==> config.mk <==
export PLATFORM = sky130hd
export DESIGN_NAME = load_store_unit
export DESIGN_NICKNAME = d
export VERILOG_FILES = /design/src/rtl/load_store_unit_pkg.sv /design/src/rtl/lsu_align.sv /design/src/rtl/load_store_unit.sv
export SDC_FILE = /design/constraint.sdc
export NUM_CORES = 1
export LEC_CHECK = 0
export ABC_AREA = 0
export CORE_ASPECT_RATIO = 1.2
export CORE_MARGIN = 10
export CORE_UTILIZATION = 49
export CTS_CLUSTER_DIAMETER = 50
export DETAILED_ROUTE_END_ITERATION = 8
export PLACE_DENSITY = 0.95
export SYNTH_ARGS = -nofsm -noshare
export SYNTH_HDL_FRONTEND = slang
export SYNTH_HIERARCHICAL = 1
export SYNTH_SLANG_ARGS = --single-unit
export TNS_END_PERCENT = 10
==> constraint.sdc <==
create_clock -name clk -period 6.02 [get_ports clk]
set_clock_uncertainty 0.2 [all_clocks]
set_input_delay 0.602 -clock clk [delete_from_list [all_inputs] [get_ports clk]]
set_output_delay 0.602 -clock clk [all_outputs]
set_load 0.05 [all_outputs]
==> src/rtl/load_store_unit_pkg.sv <==
// Shared constants and types for the RV32I load/store unit.
// Opcodes, funct3 access codes and the transaction state encoding.
package load_store_unit_pkg;

  localparam logic [6:0] OP_LOAD  = 7'b0000011;
  localparam logic [6:0] OP_STORE = 7'b0100011;

  localparam logic [2:0] F3_B  = 3'b000;
  localparam logic [2:0] F3_H  = 3'b001;
  localparam logic [2:0] F3_W  = 3'b010;
  localparam logic [2:0] F3_BU = 3'b100;
  localparam logic [2:0] F3_HU = 3'b101;

  typedef enum logic [1:0] {
    S_IDLE = 2'd0,
    S_REQ  = 2'd1,
    S_RESP = 2'd2
  } state_t;

endpackage

==> src/rtl/lsu_align.sv <==
// Lane logic: legality, byte enables and store replication on the request
// side, lane extract and sign/zero extension on the response side.
module lsu_align
  import load_store_unit_pkg::*;
(
  input  logic        req_store,
  input  logic [2:0]  req_funct3,
  input  logic [1:0]  req_lo,
  input  logic [31:0] store_data,
  output logic        legal,
  output logic [3:0]  be,
  output logic [31:0] wdata,
  input  logic [2:0]  rsp_funct3,
  input  logic [1:0]  rsp_lo,
  input  logic [31:0] rdata,
  output logic [31:0] rdata_ext
);

  logic       sz_b;
  logic       sz_h;
  logic       sz_w;
  logic       ok_f3;
  logic [7:0] lane_b;
  logic [15:0] lane_h;

  assign sz_b = req_funct3[1:0] == 2'b00;
  assign sz_h = req_funct3[1:0] == 2'b01;
  assign sz_w = req_funct3[1:0] == 2'b10;

  // Stores have no unsigned forms; loads have no unsigned word.
  assign ok_f3 = req_store
               ? !req_funct3[2]
               : (req_funct3 != 3'b110) && (req_funct3 != 3'b111);

  always_comb begin
    legal = 1'b0;
    be    = 4'b0000;
    wdata = store_data;
    unique case (1'b1)
      sz_b: begin
        legal = ok_f3;
        be    = 4'b0001 << req_lo;
        wdata = {4{store_data[7:0]}};
      end
      sz_h: begin
        legal = ok_f3 && !req_lo[0];
        be    = req_lo[1] ? 4'b1100 : 4'b0011;
        wdata = {2{store_data[15:0]}};
      end
      sz_w: begin
        legal = ok_f3 && (req_lo == 2'b00);
        be    = 4'b1111;
        wdata = store_data;
      end
      default: ;
    endcase
  end

  always_comb begin
    lane_b = rdata[7:0];
    case (rsp_lo)
      2'd0: lane_b = rdata[7:0];
      2'd1: lane_b = rdata[15:8];
      2'd2: lane_b = rdata[23:16];
      2'd3: lane_b = rdata[31:24];
      default: ;
    endcase
  end

  assign lane_h = rsp_lo[1] ? rdata[31:16] : rdata[15:0];

  always_comb begin
    rdata_ext = rdata;
    case (rsp_funct3)
      F3_B:  rdata_ext = {{24{lane_b[7]}}, lane_b};
      F3_BU: rdata_ext = {24'b0, lane_b};
      F3_H:  rdata_ext = {{16{lane_h[15]}}, lane_h};
      F3_HU: rdata_ext = {16'b0, lane_h};
      F3_W:  rdata_ext = rdata;
      default: ;
    endcase
  end

endmodule

==> src/rtl/load_store_unit.sv <==
// RV32I load/store unit: one outstanding word-addressed memory access,
// with request fields captured at acceptance and held until completion.
module load_store_unit
  import load_store_unit_pkg::*;
(
  input  logic        clk,
  input  logic        rst,
  input  logic        start,
  input  logic [6:0]  opcode,
  input  logic [2:0]  funct3,
  input  logic [31:0] addr,
  input  logic [31:0] store_data,
  output logic        busy,
  output logic        done,
  output logic        err,
  output logic [31:0] load_data,
  output logic        mem_req,
  output logic        mem_we,
  output logic [31:0] mem_addr,
  output logic [3:0]  mem_be,
  output logic [31:0] mem_wdata,
  input  logic [31:0] mem_rdata,
  input  logic        mem_ready
);

  state_t      state;
  logic [31:0] addr_q;
  logic [2:0]  f3_q;
  logic        we_q;
  logic [3:0]  be_q;
  logic [31:0] wdata_q;
  logic [31:0] load_q;
  logic        err_q;

  logic        is_ld;
  logic        is_st;
  logic        accept;
  logic        legal;
  logic [3:0]  be_c;
  logic [31:0] wdata_c;
  logic [31:0] ext_c;

  assign is_ld  = opcode == OP_LOAD;
  assign is_st  = opcode == OP_STORE;
  assign accept = start && (state == S_IDLE) && (is_ld || is_st);

  lsu_align u_align (
    .req_store  (is_st),
    .req_funct3 (funct3),
    .req_lo     (addr[1:0]),
    .store_data (store_data),
    .legal      (legal),
    .be         (be_c),
    .wdata      (wdata_c),
    .rsp_funct3 (f3_q),
    .rsp_lo     (addr_q[1:0]),
    .rdata      (mem_rdata),
    .rdata_ext  (ext_c)
  );

  always_ff @(posedge clk or posedge rst) begin
    if (rst) begin
      state   <= S_IDLE;
      addr_q  <= '0;
      f3_q    <= '0;
      we_q    <= 1'b0;
      be_q    <= '0;
      wdata_q <= '0;
      load_q  <= '0;
      err_q   <= 1'b0;
    end else begin
      err_q <= accept && !legal;
      unique case (state)
        S_IDLE: begin
          if (accept && legal) begin
            state   <= S_REQ;
            addr_q  <= addr;
            f3_q    <= funct3;
            we_q    <= is_st;
            be_q    <= be_c;
            wdata_q <= wdata_c;
          end
        end
        S_REQ: begin
          if (mem_ready) begin
            state <= S_RESP;
            if (!we_q) load_q <= ext_c;
          end
        end
        S_RESP: state <= S_IDLE;
        default: state <= S_IDLE;
      endcase
    end
  end

  // Driven straight from state so reset removes the request asynchronously.
  assign mem_req   = state == S_REQ;
  assign mem_we    = mem_req && we_q;
  assign mem_addr  = {addr_q[31:2], 2'b00};
  assign mem_be    = be_q;
  assign mem_wdata = wdata_q;
  assign busy      = state != S_IDLE;
  assign done      = state == S_RESP;
  assign err       = err_q;
  assign load_data = load_q;

endmodule

# Word-level counts from Yosys, hierarchy flattened
# Index checks and enable logic that the tools add are counted.
# classes
eq_ne	16
shift	1
muxes	11
bitwise	1
n_reduce_logical	21
# ops
operator	count
case mux 32 bit (4 select lines)	1
case mux 32 bit (2 select lines)	1
case mux 8 bit (4 select lines)	1
two-way mux 16 bit	1
case mux 4 bit (3 select lines)	1
equality test 2 bit, second input constant	4
logical AND 1 bit	8
logical NOT 2 bit	4
equality test 7 x 2 -> 1 bit, second input constant	1
equality test 7 x 6 -> 1 bit, second input constant	1
equality test 2 x 1 -> 1 bit, second input constant	3
equality test 3 bit, second input constant	2
inequality test 3 bit, second input constant	2
two-way mux 2 bit	2
two-way mux 4 bit	1
inequality test 2 x 1 -> 1 bit, second input constant	2
case mux 2 bit (2 select lines)	1
AND reduction 2 bit	2
left shift 1 x 2 -> 4 bit, first input constant	1
equality test 3 x 1 -> 1 bit, second input constant	1
logical NOT 1 bit	3
logical NOT 3 bit	1
case mux 1 bit (3 select lines)	1
AND reduction 3 bit	1
other kinds (4)	4
# word_totals
regBits	107

# Depth between registers and ports, before layout
# Gate-level depths: netlist (run 1).
# logic_depth
depth_word	8
ltp_mapped	9
ltp_nobuf	7

# Cells and area by module
# The synthesis (run 1) kept the hierarchy.
# by_module_without_submodules
mod	n_inst	cells_each	area_per_inst_um2	seq_area_each_um2
load_store_unit	1	271	4586.9	2677.6
lsu_align	1	181	1238.7	0.0

# Worst setup path after synthesis (run 1)
# No wires, ideal clock.
# synth_path
path_kind	input port to flip-flop
startpoint	input funct3[1]
endpoint	register addr_q[0]
setup_ps	125
arrival_ps	2492
required_ps	5695
setup_slack_ps	3203
cell_stages	9
n_path_buf	3
cell_sequence	clkbuf_1 inv_1 ha_1 clkbuf_1 a31oi_1 nor3_1 nand4_4 buf_6 mux2_4
# synth_between
elab_chain_cells	7
word_cells_on_any_way	12
cone_classes	4 x eq/ne; 2 x mux; 6 x reduce/logical
# synth_lines
item	line	text
from (decl)	load_store_unit.sv:10	input logic [2:0] funct3,
inequality test 3 bit	lsu_align.sv:33	: (req_funct3 != 3'b110) && (req_funct3 != 3'b111);
logical AND 1 bit	lsu_align.sv:33	
two-way mux 1 bit	lsu_align.sv:32	? !req_funct3[2]
logical AND 1 bit, on equally long branches	lsu_align.sv:51, lsu_align.sv:46	
case mux 1 bit (3 select lines) *	lsu_align.sv:39	unique case (1'b1)
net legal	load_store_unit.sv:38	logic legal;
logical AND 1 bit *	load_store_unit.sv:75	if (accept && legal) begin
AND reduction 2 bit (no source line) *	n/a	
to (signal assigned)	load_store_unit.sv:77	addr_q <= addr;
to (decl)	load_store_unit.sv:27	logic [31:0] addr_q;
# Mark *: on every way through the listed nets, which the timed path passes. The rest lies on a longest branch.
# A chain may end at the register's enable or synchronous reset.

# Worst setup path in the final report (run 1)
# layout_path
startpoint	input funct3[1]
endpoint	register addr_q[26]
# The elaborated chain is that of the path after synthesis.

==> impl_metrics.env, run 1 <==
export IMPL_status="finished clean"
export IMPL_avgSynthCellArea_sq_um=12.9
export IMPL_synth_flop_cell="dfrtp_1"
export IMPL_power_density_nw_per_um2=245
export IMPL_first_pass_iters=5
export IMPL_ys_ff_latch=107
export IMPL_cts_tree="yes"
export IMPL_viasPerCell=5.44
export IMPL_die_w_microns=120
export IMPL_period_needed_ns=4.34
export IMPL_grt_usage_pct=19.6
export IMPL_first_iter_violations=352
export IMPL_rows=43
export IMPL_critical_path_endpoint_type="flip-flop"
export IMPL_synthTopCellsByCount="dfrtp_1, mux2_4, mux2_2, buf_4, nand2_1"
export IMPL_yosysUniqueCellTypes=40
export IMPL_dpl_hpwl_microns=12700
export IMPL_fin_nets=727
export IMPL_fill_cells=820
export IMPL_cp_slowest_cell="clkdlybuf4s50_1"
export IMPL_crit_arrival_ns=4.36
export IMPL_ir_worst_vdd_mv=0.138
export IMPL_critical_path_max_fanout=51
export IMPL_crit_path_cell_trace="clkdlybuf4s50_1 > inv_1 > ha_1 > a31oi_1 > nor3_1 > nand4_4 > buf_4 > mux2_4"
export IMPL_drv_slew=0
export IMPL_seq_area_sq_um=2680
export IMPL_root_buffer="clkbuf_16"
export IMPL_ys_seq_area_share_pct=46.0
export IMPL_finalPower_mw=1.96
export IMPL_multi_input_area_sq_um=2630
export IMPL_detail_route_antenna_nets=0
export IMPL_cp_start_kind="input port"
export IMPL_cts_resized=0
export IMPL_critical_path_top_delay_family="buffers and inverters"
export IMPL_relSlewSlack_pct=39.9
export IMPL_htree_levels=3
export IMPL_placed_cells=758
export IMPL_synth_top_area_share_pct=46.0
export IMPL_synth_edf_count=0
export IMPL_clock_path_buffers=2
export IMPL_cts_made_buffers=9
export IMPL_grt_max_degree=62
export IMPL_vias=4207
export IMPL_synth_area_leaders="dfrtp_1, mux2_4, mux2_2"
export IMPL_tightest_slew_ns=0.901
export IMPL_path_clk_slew_ns=0.07
export IMPL_async_flop_share_pct=100
export IMPL_cp_required_ns=6.04
export IMPL_portBuffers=212
export IMPL_die_y_microns=139
export IMPL_drv_cap=0
export IMPL_post_cts_buffers=0
export IMPL_hold_class="reg -> reg"
export IMPL_syn_inst=452
export IMPL_max_freq_mhz=231
export IMPL_setup_viol=0
export IMPL_finalWeightedCongestion=0.903
export IMPL_core_area_sq_um=11600
export IMPL_cts_sinks=107
export IMPL_netlist_area_sq_um=5830
export IMPL_max_stage_delay_ns=0.72
export IMPL_wl_per_cell_microns=21.6
export IMPL_antenna_found_initial=0
export IMPL_yosys_area_top_type="dfrtp_1"
export IMPL_clk_latency_ns=0.33
export IMPL_synth_most_common_cell="dfrtp_1"
export IMPL_drc_errors=0
export IMPL_initial_core_util_pct=50.1
export IMPL_io_pins=215
export IMPL_tns_ns=0
export IMPL_cts_hold_buf=0
export IMPL_die_area_sq_um=16700
export IMPL_grt_pass1_vias=4619
export IMPL_drive_gt1_share_pct=24.0
export IMPL_drt_total_wl_microns=16700
export IMPL_yosysWarnings=6
export IMPL_final_hold_violation_count=0
export IMPL_syn_to_final_growth_pct=37.1
export IMPL_rsz0062_at_grt="false"
export IMPL_grt_overflow=0
export IMPL_p_leak_nw=3.74
export IMPL_min_period_over_period_pct=72.0
export IMPL_crit_type="in -> reg"
export IMPL_instances_no_fill=774
export IMPL_critPathBufInv=3
export IMPL_antennaDiodeCount=0
export IMPL_grt_pass1_wl_microns=26300
-- area by class of cell --
cell class,count,share of cell area (%)
inverters,8,0.407
well taps,157,2.46
clock buffers,10,2.99
repair buffers,216,26.9
flip-flops and latches,107,33.5
multi-input cells,270,32.9
clock inverters,6,0.815
-- placed cells by master (no fill, tap or decap), types with 2 or more instances in the layout --
| master | Yosys | routed |
|---|---|---|
| clkinv_4 | 0 | 2 |
| a22oi_1 | 9 | 9 |
| and2_1 | 3 | 3 |
| o21ai_0 | 18 | 18 |
| ha_1 | 5 | 5 |
| clkbuf_16 | 0 | 9 |
| nor2b_1 | 4 | 4 |
| and3b_1 | 2 | 2 |
| clkdlybuf4s50_1 | 0 | 212 |
| a21o_1 | 2 | 2 |
| mux2_4 | 70 | 70 |
| inv_1 | 7 | 6 |
| conb_1 | 1 | 2 |
| a21oi_1 | 4 | 4 |
| nor2_1 | 6 | 6 |
| nor4b_1 | 8 | 8 |
| o21ai_1 | 2 | 2 |
| buf_4 | 43 | 4 |
| dfrtp_1 | 107 | 107 |
| mux2_2 | 49 | 49 |
| or2_2 | 2 | 2 |
| a22o_1 | 16 | 16 |
| a221o_1 | 15 | 15 |
| clkinv_2 | 0 | 2 |
| nand2b_1 | 2 | 2 |
| a31oi_1 | 2 | 2 |
| nand2_1 | 37 | 37 |
-- through the flow --
stage,util [%],hold WS (ns),area (sq um),worst slack [ns]
6_report,68.7,0.307,7990,1.68
5_1_grt,68.7,0.326,7990,1.41
4_1_cts,68.7,0.311,7990,1.70
3_5_place_dp,66.1,0.295,7680,1.34
3_3_place_gp,66.1,0.291,7680,1.57
2_1_floorplan,-,0.281,5830,2.40
-- flip-flops by register name, summed over array words and instances, names as in the netlist --
name and count:
addr_q 32, load_data 32, mem_wdata 32, mem_be 4, f3_q 3, state 2, err 1, we_q 1
-- kinds of logic after synthesis --
kind of cell               share of synthesized area (%)
DFF                                                 46.0
muxes                                               27.9
buffers and inverters                               9.04
other                                             0.0644
AOI/OAI and AO/OA                                   9.15
adders and majority gates                           1.07
and+or+nand+nor                                     6.77
-- layer usage --
metal,up-vias,wire length (microns),GRT usage (%)
met3,23,1390,6.68
li1,1897,-,-
met4,0,368,5.73
met5,-,0,0
met1,2071,6540,22.5
met2,216,8410,33.7
-- worst paths after layout --
check                      cells past startpoint                   endpoint  slack, ns                       from
max in group asynchronous                      3   load_data[3]$_DFFE_PP0P_       3.95                        rst
hold reg to reg                                1  load_data[13]$_DFFE_PP0P_       0.31  load_data[13]$_DFFE_PP0P_
min in group asynchronous                      2     addr_q[11]$_DFFE_PP0P_       0.48                        rst
hold / removal                                 1  load_data[13]$_DFFE_PP0P_       0.31  load_data[13]$_DFFE_PP0P_
setup reg to reg                               4  load_data[26]$_DFFE_PP0P_       3.35      addr_q[1]$_DFFE_PP0P_
setup / recovery                               8     addr_q[26]$_DFFE_PP0P_       1.68                  funct3[1]
-- report_power, final --
group          total [mW]  internal (mW)  switching [mW]
combinational       0.554          0.241           0.313
sequential          0.805          0.770          0.0355
clock               0.599          0.334           0.265
total                1.96           1.34           0.614
Note: power is estimated with default switching activity, not from simulation.
==> run 2: changes to the inputs <==
--- a/config.mk
+++ b/config.mk
@@ -8,10 +8,10 @@
 export ABC_AREA = 0
 export CORE_ASPECT_RATIO = 1.2
 export CORE_MARGIN = 10
-export CORE_UTILIZATION = 49
+export CORE_UTILIZATION = 41
 export CTS_CLUSTER_DIAMETER = 50
 export DETAILED_ROUTE_END_ITERATION = 8
-export PLACE_DENSITY = 0.95
+export PLACE_DENSITY = 0.9
 export SYNTH_ARGS = -nofsm -noshare
 export SYNTH_HDL_FRONTEND = slang
 export SYNTH_HIERARCHICAL = 1
==> constraint.sdc (replaced) <==
create_clock -name clk -period 3.91 [get_ports clk]
set_clock_uncertainty 0.2 [all_clocks]
set_input_delay 0.391 -clock clk [delete_from_list [all_inputs] [get_ports clk]]
set_output_delay 0.391 -clock clk [all_outputs]
set_load 0.05 [all_outputs]
==> impl_metrics.env, run 2 (synthesized netlist as in run 1, its figures left out) <==
export IMPL_status="finished clean"
export IMPL_p_leak_nw=3.73
export IMPL_grt_overflow=0
export IMPL_drive_gt1_share_pct=24.4
export IMPL_finalWorstSetupSlack_ns=0.865
export IMPL_final_hold_violation_count=0
export IMPL_switching_share_pct=32.6
export IMPL_multi_input_area_sq_um=2630
export IMPL_p_int_mw=1.99
export IMPL_rsz0062_at_grt="false"
export IMPL_first_iter_violations=284
export IMPL_die_y_microns=151
export IMPL_r2r_end="load_data[16]$_DFFE_PP0P_"
export IMPL_cp_start_kind="input port"
export IMPL_cts_resized=0
export IMPL_crit_arrival_ns=3.07
export IMPL_cts_sinks=107
export IMPL_setup_viol=0
export IMPL_relSlewSlack_pct=55.4
export IMPL_instances_no_fill=791
export IMPL_post_route_util_pct=57.7
export IMPL_final_area_sq_um=8010
export IMPL_rrSetupSlack_ns=1.39
export IMPL_first_pass_iters=5
export IMPL_crit_type="in -> reg"
export IMPL_die_area_sq_um=19400
export IMPL_max_freq_mhz=328
export IMPL_period_needed_ns=3.04
export IMPL_holdWs_ns=0.296
export IMPL_seq_area_sq_um=2680
export IMPL_antenna_found_initial=0
export IMPL_root_buffer="clkbuf_16"
export IMPL_io_pins=215
export IMPL_dpl_hpwl_microns=13200
export IMPL_wl_per_cell_microns=21.5
export IMPL_antennaDiodeCount=0
export IMPL_finalPower_mw=2.95
export IMPL_final_cell_mix="clkdlybuf4s50_1, dfrtp_1, mux2_4"
export IMPL_holdPathEnd="load_data[16]$_DFFE_PP0P_"
export IMPL_critical_path_max_fanout=24
export IMPL_detail_route_antenna_nets=0
export IMPL_fill_cells=1098
export IMPL_cts_tree="yes"
export IMPL_post_place_ws_ns=0.507
export IMPL_drv_cap=0
export IMPL_syn_to_final_growth_pct=37.6
export IMPL_grt_pass1_vias=4804
export IMPL_power_density_nw_per_um2=368
export IMPL_finalWeightedCongestion=0.940
export IMPL_reg2reg_from="addr_q[1]$_DFFE_PP0P_"
export IMPL_critical_path_endpoint_type="flip-flop"
export IMPL_clk_latency_ns=0.34
export IMPL_p_clk_share_pct=29.1
export IMPL_post_cts_buffers=0
export IMPL_tightest_slew_ns=0.656
export IMPL_worstHoldStart="load_data[16]$_DFFE_PP0P_"
export IMPL_combPwrFrac_pct=28.9
export IMPL_clock_path_buffers=2
export IMPL_grt_pass1_wl_microns=26500
export IMPL_viasPerCell=5.32
export IMPL_dpl_instance_area_sq_um=7740
export IMPL_rows=47
export IMPL_cts_made_buffers=9
export IMPL_cp_required_ns=3.94
export IMPL_path_clk_slew_ns=0.07
export IMPL_holdPathStages=1
export IMPL_die_w_microns=129
export IMPL_layout_commonest_cell="clkdlybuf4s50_1"
export IMPL_seqPwrFrac_pct=42.0
export IMPL_placed_cells=775
export IMPL_grt_usage_pct=17.4
export IMPL_ir_worst_vdd_mv=0.203
export IMPL_drc_errors=0
export IMPL_grt_max_degree=54
export IMPL_core_area_sq_um=13900
export IMPL_hold_class="reg -> reg"
export IMPL_initial_core_util_pct=42.0
export IMPL_fin_nets=730
export IMPL_switching_power_mw=0.961
export IMPL_portBuffers=212
export IMPL_drt_total_wl_microns=17000
export IMPL_tns_ns=0
export IMPL_vias=4211
export IMPL_drv_slew=0
export IMPL_ff2ff_path_depth=4
export IMPL_min_period_over_period_pct=77.9
export IMPL_cts_hold_buf=0
export IMPL_htree_levels=3
==> run 2: cell count changes in the layout (fill, tap and decap cells not counted), sizes merged <==
| cell | previous run | this run |
|---|---|---|
| clkinv | 4 | 2 |
| bufinv | 1 | 0 |
| buf | 4 | 7 |
| inv | 8 | 9 |
| clkbuf | 10 | 9 |
| clkinvlp | 1 | 4 |
==> run 2: how the worst max path moves through the flow <==
stage,start,endpoint,slack (ns),cells after the start
floorplan,rst,addr_q[0]$_DFFE_PP0P_,0.50,1
global placement,funct3[1],mem_wdata[22]$_DFFE_PP0P_,0.68,7
detailed placement,funct3[1],addr_q[26]$_DFFE_PP0P_,0.51,8
CTS,funct3[1],addr_q[26]$_DFFE_PP0P_,0.88,8
global route,funct3[1],addr_q[26]$_DFFE_PP0P_,0.68,8
finish,funct3[1],addr_q[26]$_DFFE_PP0P_,0.87,8
==> run 2: area by class of cell <==
class / count / area share (%)
flip-flops and latches: 107 / 33.4
clock buffers: 9 / 2.81
well taps: 171 / 2.67
repair buffers: 219 / 27.3
multi-input cells: 270 / 32.8
inverters: 8 / 0.406
clock inverters: 7 / 0.656
==> run 2: critical path, stage by stage <==
cell,delay [ns]
clkdlybuf4s50_1,0.85
inv_1,0.18
ha_1,0.33
a31oi_1,0.09
nor3_1,0.41
nand4_4,0.16
buf_4,0.31
mux2_4,0.35
==> run 2: power by group through the flow <==
stage,registers (mW),clock network (mW),logic (mW)
detailed placement,1.26,0,0.859
CTS,1.24,0.883,0.861
global route,1.25,0.925,0.899
finish,1.24,0.858,0.854
global placement,1.26,0,0.841
floorplan,1.46,0,0.338
==> run 2: per-layer routing <==
layer / GRT usage, % / up-vias / share of wire (%)
li1: - / 1907 / -
met1: 19.4 / 2099 / 39
met2: 29.8 / 186 / 50
met3: 6.72 / 19 / 8.9
met4: 5.64 / 0 / 1.9
met5: 0 / - / 0
==> run 3: changes to the inputs <==
--- a/config.mk
+++ b/config.mk
@@ -8,10 +8,10 @@
 export ABC_AREA = 0
 export CORE_ASPECT_RATIO = 1.2
 export CORE_MARGIN = 10
-export CORE_UTILIZATION = 41
+export CORE_UTILIZATION = 45
 export CTS_CLUSTER_DIAMETER = 50
 export DETAILED_ROUTE_END_ITERATION = 8
-export PLACE_DENSITY = 0.9
+export PLACE_DENSITY = 0.93
 export SYNTH_ARGS = -nofsm -noshare
 export SYNTH_HDL_FRONTEND = slang
 export SYNTH_HIERARCHICAL = 1
==> constraint.sdc (replaced) <==
create_clock -name clk -period 2.87 [get_ports clk]
set_clock_uncertainty 0.2 [all_clocks]
set_input_delay 0.287 -clock clk [delete_from_list [all_inputs] [get_ports clk]]
set_output_delay 0.287 -clock clk [all_outputs]
set_load 0.05 [all_outputs]
==> impl_metrics.env, run 3 (synthesized netlist as in run 1, its figures left out) <==
export IMPL_status="finished clean"
export IMPL_drc_errors=0
export IMPL_top_layer="met4"
export IMPL_period_needed_ns=2.42
export IMPL_detail_route_antenna_nets=0
export IMPL_layout_commonest_cell="clkdlybuf4s50_1"
export IMPL_drt_total_wl_microns=16900
export IMPL_crit_arrival_ns=1.93
export IMPL_path_clk_slew_ns=0.07
export IMPL_critical_path_endpoint_type="primary output"
export IMPL_portBuffers=212
export IMPL_io_pins=215
export IMPL_dpl_instance_area_sq_um=7800
export IMPL_rrSetupSlack_ns=0.57
export IMPL_wl_met3_microns=1790
export IMPL_wl_per_cell_microns=21.3
export IMPL_final_cell_mix="clkdlybuf4s50_1, dfrtp_1, mux2_4"
export IMPL_first_pass_iters=4
export IMPL_min_period_over_period_pct=84.4
export IMPL_drv_cap=0
export IMPL_die_y_microns=145
export IMPL_cts_tree="yes"
export IMPL_cts_sinks=107
export IMPL_fin_nets=736
export IMPL_wl_met1_microns=6130
export IMPL_relSlewSlack_pct=60.3
export IMPL_htree_levels=3
export IMPL_final_area_sq_um=8090
export IMPL_cts_hold_buf=0
export IMPL_finalWeightedCongestion=0.953
export IMPL_grt_usage_pct=18.5
export IMPL_grt_overflow=0
export IMPL_rows=45
export IMPL_die_area_sq_um=17900
export IMPL_hold_class="in -> async"
export IMPL_p_leak_nw=3.78
export IMPL_setup_viol=0
export IMPL_cp_start_kind="flip-flop"
export IMPL_clock_path_buffers=2
export IMPL_post_cts_buffers=0
export IMPL_vias=4246
export IMPL_max_freq_mhz=413
export IMPL_antennaDiodeCount=0
export IMPL_antenna_found_initial=0
export IMPL_initial_core_util_pct=46.0
export IMPL_core_area_sq_um=12700
export IMPL_drive_gt1_share_pct=24.9
export IMPL_crit_type="reg -> out"
export IMPL_wl_met2_microns=8470
export IMPL_drv_slew=0
export IMPL_syn_to_final_growth_pct=38.9
export IMPL_first_iter_violations=309
export IMPL_grt_pass1_vias=4668
export IMPL_rsz0062_at_grt="false"
export IMPL_cts_resized=0
export IMPL_tns_ns=0
export IMPL_cts_made_buffers=9
export IMPL_die_w_microns=124
export IMPL_fill_cells=960
export IMPL_critical_path_max_fanout=5
export IMPL_ff2ff_path_depth=4
export IMPL_multi_input_area_sq_um=2630
export IMPL_grt_max_degree=108
export IMPL_grt_pass1_wl_microns=25800
export IMPL_root_buffer="clkbuf_16"
export IMPL_dpl_hpwl_microns=13200
export IMPL_seq_area_sq_um=2680
export IMPL_clk_latency_ns=0.34
export IMPL_cp_required_ns=2.38
export IMPL_final_hold_violation_count=0
export IMPL_ir_worst_vdd_mv=0.358
export IMPL_viasPerCell=5.37
export IMPL_power_density_nw_per_um2=505
export IMPL_tightest_slew_ns=0.594
[run 3: final cells by class]
type,instances,share of cell area (%)
sequential,107,33.1
multi-input combinational,270,32.4
timing repair buffer,225,27.9
clock buffer,10,2.83
tap,164,2.54
clock inverter,6,0.789
inverter,8,0.418
[run 3: power breakdown]
group / internal, mW / switching (mW)
Clock: 0.677 / 0.544
Combinational: 0.515 / 0.661
Sequential: 1.61 / 0.0729
[run 3: routing by layer]
metal | global-route usage [%] | vias up
met3 | 6.47 | 31
met5 | 0 | -
met4 | 7.73 | 0
li1 | - | 1921
met2 | 31.8 | 211
met1 | 20.1 | 2083
[run 3: critical path, cell delays in order (launching register included)]
cell and delay [ns]:
dfrtp_1 0.42, nor2b_2 0.21, and2_1 0.15, clkdlybuf4s50_1 0.81
[run 3: stage by stage]
step | hold WS, ns | instances | setup slack (ns) | util, % | power (mW)
5_1_grt | 0.322 | 790 | 0.327 | 63.9 | 4.27
2_1_floorplan | 0.194 | 453 | 0.368 | - | 2.44
3_3_place_gp | 0.273 | 774 | 0.142 | 61.6 | 2.86
6_report | 0.270 | 790 | 0.449 | 63.9 | 4.09
3_5_place_dp | 0.292 | 774 | 0.0844 | 61.6 | 2.90
4_1_cts | 0.303 | 790 | 0.429 | 63.9 | 4.14
[run 3: worst paths after layout]
path,start,end
setup / recovery,state[1]$_DFFE_PP0P_,mem_we
hold / removal,rst,load_data[22]$_DFFE_PP0P_
setup reg to reg,addr_q[1]$_DFFE_PP0P_,load_data[8]$_DFFE_PP0P_
hold reg to reg,load_data[7]$_DFFE_PP0P_,load_data[7]$_DFFE_PP0P_
max in group asynchronous,rst,mem_wdata[9]$_DFFE_PP0P_
min in group clk,load_data[7]$_DFFE_PP0P_,load_data[7]$_DFFE_PP0P_
